File: config.mk
export PLATFORM = sky130hd
export DESIGN_NAME = conv_8_4_host
export DESIGN_NICKNAME = d
export VERILOG_FILES = /design/src/rtl/conv_8_4_host.sv
export SDC_FILE = /design/constraint.sdc
export NUM_CORES = 1
export LEC_CHECK = 0
export CAP_MARGIN = 20
export CORE_MARGIN = 1
export CORE_UTILIZATION = 30
export CTS_CLUSTER_DIAMETER = 60
export DETAILED_ROUTE_END_ITERATION = 12
export GPL_TIMING_DRIVEN = 0
export SYNTH_ARGS = -nofsm -noshare
export SYNTH_HDL_FRONTEND = slang
export SYNTH_SLANG_ARGS = --single-unit
File: constraint.sdc
create_clock -name clk -period 4.18 [get_ports clk]
set_input_delay 0.627 -clock clk [delete_from_list [all_inputs] [get_ports clk]]
set_output_delay 0.627 -clock clk [all_outputs]
set_load 0.05 [all_outputs]
File: src/rtl/conv_8_4_host.sv
// Host-side sequencer for a 1-D convolution block: buffers x/f samples, streams them out,
// collects y results into a readback buffer.
module conv_8_4_host #(
    parameter int unsigned XLEN = 8,
    parameter int unsigned FLEN = 4,
    parameter int unsigned YLEN = 5
) (
    input  logic               clk,
    input  logic               reset,
    input  logic               ld_en,
    input  logic               ld_sel,
    input  logic [2:0]         ld_addr,
    input  logic signed [7:0]  ld_data,
    input  logic               start,
    output logic signed [7:0]  m_data_x,
    output logic               m_valid_x,
    input  logic               m_ready_x,
    output logic signed [7:0]  m_data_f,
    output logic               m_valid_f,
    input  logic               m_ready_f,
    input  logic signed [17:0] s_data_y,
    input  logic               s_valid_y,
    output logic               s_ready_y,
    input  logic [2:0]         rd_addr,
    output logic signed [17:0] rd_data,
    output logic               busy,
    output logic               done
);

    localparam int unsigned CW  = $clog2(XLEN + 1);
    localparam int unsigned XAW = $clog2(XLEN);
    localparam int unsigned FAW = $clog2(FLEN);
    localparam int unsigned YAW = $clog2(YLEN);
    localparam logic [CW-1:0] XLIM = CW'(XLEN);
    localparam logic [CW-1:0] FLIM = CW'(FLEN);
    localparam logic [CW-1:0] YLIM = CW'(YLEN);

    typedef enum logic [1:0] {IDLE, RUN, DONE} state_e;

    state_e                state_q;
    logic [CW-1:0]         x_cnt_q, f_cnt_q, y_cnt_q;
    logic [CW-1:0]         x_cnt_d, f_cnt_d, y_cnt_d;
    logic signed [7:0]     xbuf_q [XLEN];
    logic signed [7:0]     fbuf_q [FLEN];
    logic signed [17:0]    ybuf_q [YLEN];
    logic signed [17:0]    rd_data_q;
    logic                  x_fire, f_fire, y_fire, all_done;

    // Handshake-facing signals decode registered state only; no ready-to-valid path.
    assign m_valid_x = (state_q == RUN) && (x_cnt_q < XLIM);
    assign m_valid_f = (state_q == RUN) && (f_cnt_q < FLIM);
    assign s_ready_y = (state_q == RUN) && (y_cnt_q < YLIM);
    assign m_data_x  = (x_cnt_q < XLIM) ? xbuf_q[XAW'(x_cnt_q)] : '0;
    assign m_data_f  = (f_cnt_q < FLIM) ? fbuf_q[FAW'(f_cnt_q)] : '0;
    assign busy      = (state_q != IDLE);
    assign done      = (state_q == DONE);
    assign rd_data   = rd_data_q;

    assign x_fire = m_valid_x && m_ready_x;
    assign f_fire = m_valid_f && m_ready_f;
    assign y_fire = s_valid_y && s_ready_y;

    always_comb begin
        x_cnt_d = x_cnt_q;
        f_cnt_d = f_cnt_q;
        y_cnt_d = y_cnt_q;
        if (state_q == IDLE && start) begin
            x_cnt_d = '0;
            f_cnt_d = '0;
            y_cnt_d = '0;
        end else begin
            if (x_fire) x_cnt_d = x_cnt_q + CW'(1);
            if (f_fire) f_cnt_d = f_cnt_q + CW'(1);
            if (y_fire) y_cnt_d = y_cnt_q + CW'(1);
        end
    end

    // Next-cycle counts so simultaneous final transfers still end the run on that edge.
    assign all_done = (x_cnt_d == XLIM) && (f_cnt_d == FLIM) && (y_cnt_d == YLIM);

    always_ff @(posedge clk) begin
        if (reset) begin
            state_q   <= IDLE;
            x_cnt_q   <= '0;
            f_cnt_q   <= '0;
            y_cnt_q   <= '0;
            rd_data_q <= '0;
            for (int i = 0; i < int'(XLEN); i++) xbuf_q[i] <= '0;
            for (int i = 0; i < int'(FLEN); i++) fbuf_q[i] <= '0;
            for (int i = 0; i < int'(YLEN); i++) ybuf_q[i] <= '0;
        end else begin
            x_cnt_q <= x_cnt_d;
            f_cnt_q <= f_cnt_d;
            y_cnt_q <= y_cnt_d;
            case (state_q)
                IDLE: begin
                    if (ld_en) begin
                        if (!ld_sel && (32'(ld_addr) < XLEN))
                            xbuf_q[XAW'(ld_addr)] <= ld_data;
                        if (ld_sel && (32'(ld_addr) < FLEN))
                            fbuf_q[FAW'(ld_addr)] <= ld_data;
                    end
                    if (start) state_q <= RUN;
                end
                RUN: begin
                    if (all_done) state_q <= DONE;
                end
                DONE:    state_q <= IDLE;
                default: state_q <= IDLE;
            endcase
            if (y_fire) ybuf_q[YAW'(y_cnt_q)] <= s_data_y;
            rd_data_q <= (32'(rd_addr) < YLEN) ? ybuf_q[YAW'(rd_addr)] : '0;
        end
    end

endmodule

==> impl_metrics.tcl <==
set metrics [dict create \
    die_area_sq_um 33240 \
    path_max_fanout 10 \
    detail_route.wirelength_mm 21.78 \
    syn-mean-instance-area_sq_um 14.63 \
    final_common_cell "and2_1" \
    final_cell_mix "and2_1 (188), edfxtp_1 (186), clkdlybuf4s50_1 (75)" \
    antenna_left 0 \
    cp-end-kind "output pin" \
    max_slew_margin_pct 46.90 \
    synth.distinct_cells 51 \
    synth_seq_cells 218 \
    synthFlopType "edfxtp_1" \
    path_class "reg -> out" \
    grt_remaining_overflow 0 \
    worstSkewPairLatency_ns 0.50 \
    core_area_sq_um 31800 \
    grt_max_degree 19 \
    setup_ws_ns 0.1672 \
    syn_inst 667 \
    row_count 65 \
    ys_warn_count 0 \
    min_path_type "reg -> reg" \
    ir_drop_mv 0.2485 \
    ctsLongestPathBuffers 3 \
    required_ns 3.55 \
    cts-root-buf "clkbuf_16" \
    start_util_pct 30.68 \
    dpl.hpwl_mm 14.61 \
    viasPerCell 4.565 \
    grt_pass1_vias 5670 \
    yosysSeqAreaShare_pct 63.82 \
    use_met2_pct 22.87 \
    vias 5537 \
    setup_viol 0 \
    clk_pin_slew_worst_paths_ns 0.06 \
    met1_usage_pct 17.75 \
    r2r_cells 7 \
    finalHoldViolCount 0 \
    diodes 0 \
    cts_tree "built" \
    antenna_found_initial 0 \
    grt_pass1_wl_mm 33.67 \
    portBuffers 75 \
    fillers 3033 \
    min_period_ns 4.013 \
    period_share_pct 96.00 \
    die_w_um 182.3 \
    drv_slew 0 \
    drc 0 \
    met3_usage_pct 2.036 \
    dp_slack_ns 0.6484 \
    rsz0062_at_grt "no" \
    skew_ns 0.01385 \
    power_uw 4666 \
    synth_area_sq_um 9756 \
    synth_edf_count 186 \
    setup_tns_ns 0 \
    post_cts_buffers 0 \
    drive_gt1_share_pct 15.04 \
    grt_usage_pct 13.31 \
    holdBufCountCts 0 \
    holdPathStages 2 \
    outcome "finished, final reports clean" \
    max_freq_ghz 0.2492 \
    drt_iter0_markers 383 \
    synthToLayoutAreaGrowth_pct 19.78 \
    wl_per_cell_um 17.95 \
    ys_async_sr_fraction_pct 0 \
    power_density_nw_per_um2 399.3 \
    place_congestion 0.7262 \
    drt_first_pass_iters 5 \
    worstPathArrival_ns 3.39 \
    cts_resized 0 \
    worst_pin_slew_ns 0.7965 \
    io_pins 79 \
    grt_busiest_layer "met2" \
    numCtsBuffers 22 \
    layout.nets 810 \
    clkSinkCount 218 \
    drv_cap 0 \
    htreeDepth 1 \
    die_h_um 182.3 \
    p_leak_uw 0.004090 \
    synth_fp_nets 711 \
    start_kind "register" \
]
## path summary, 6_finish.rpt
path              start            end  slack [ns]
max          x_cnt_q[1]    m_data_x[4]        0.17
min          f_cnt_q[3]     f_cnt_q[3]        0.49
max reg2reg  y_cnt_q[1]  ybuf_q[1][10]        1.32
min reg2reg  f_cnt_q[3]     f_cnt_q[3]        0.49
## worst max-delay path, cell delays in order, from the launching register on
cell             delay, ns
dfxtp_1               0.33
clkbuf_1              0.49
clkbuf_1              0.58
mux4_2                0.35
mux2i_1               0.07
nor2_1                0.23
clkdlybuf4s50_1       0.85
## where the power goes
group | switching (uW) | total (uW) | leakage, uW | internal [uW]
combinational | 253 | 411 | 0.00162 | 158
clock | 794 | 1790 | 0.000305 | 998
sequential | 23.1 | 2460 | 0.00217 | 2440
total | 1070 | 4670 | 0.00409 | 3600
## through the flow
step,cell area [sq um],cells,hold slack [ns],util [%]
after floorplan,9756,667,0.4586,-
after global placement,11050,1177,0.4817,34.75
after detailed placement,11050,1177,0.4845,34.75
after CTS,11690,1213,0.4999,36.75
after global routing,11690,1213,0.5211,36.75
final,11690,1213,0.4947,36.75
## layout make-up
cell class / count / area (sq um) / share of cell area (%)
sequential: 218 / 6226 / 53.28
multi-input combinational: 403 / 3336 / 28.55
timing repair buffer: 75 / 750.7 / 6.425
clock buffer: 28 / 594.3 / 5.086
tap: 435 / 544.3 / 4.658
buffer: 41 / 175.2 / 1.499
clock inverter: 8 / 40.04 / 0.3426
inverter: 5 / 18.77 / 0.1606
## synth_stat cells (all sizes together), types with 2 or more instances
cell | instances | area share (%)
nand4b | 2 | 0.18
nand2 | 9 | 0.35
nor2b | 11 | 0.71
ha | 4 | 0.51
xnor2 | 2 | 0.18
a22oi | 19 | 1.5
nand4 | 2 | 0.13
a41oi | 4 | 0.36
a2111oi | 2 | 0.18
a21oi | 3 | 0.15
and4bb | 2 | 0.26
nand2b | 6 | 0.38
nor3 | 5 | 0.54
mux2i | 8 | 0.82
nor3b | 3 | 0.35
and3b | 2 | 0.18
or2 | 18 | 1.2
nor4 | 3 | 0.65
dfxtp | 32 | 6.6
nand3 | 2 | 0.10
edfxtp | 186 | 57
inv | 5 | 0.19
xor2 | 2 | 0.18
and2 | 188 | 12
buf | 14 | 0.76
nor2 | 50 | 2.2
mux4 | 42 | 9.7
a211o | 2 | 0.18
clkbuf | 27 | 1.0
## state kept, by name, summed over array words and instances, names as in the netlist
register and cells:
x_cnt_q 4, xbuf_q 64, fbuf_q 32, f_cnt_q 4, y_cnt_q 4, state_q 2
ybuf_q 90, rd_data 18
## kinds of logic after synthesis
group                      after synthesis  share of synthesized area, %
buffers and inverters                   46                         1.988
DFF                                    218                         63.82
xor gates and xnor gates                 4                        0.3592
muxes                                   50                         10.52
adders and majority gates                4                        0.5130
AOI/OAI and AO/OA                       36                         2.809
and+or+nand+nor                        309                         19.99
## routing by layer
layer | vias up | part of all wire [%]
li1 | 2623 | -
met1 | 2737 | 45
met2 | 151 | 49
met3 | 26 | 4.6
met4 | 0 | 1.8
met5 | - | 0
Note: power is estimated with default switching activity, not from simulation.
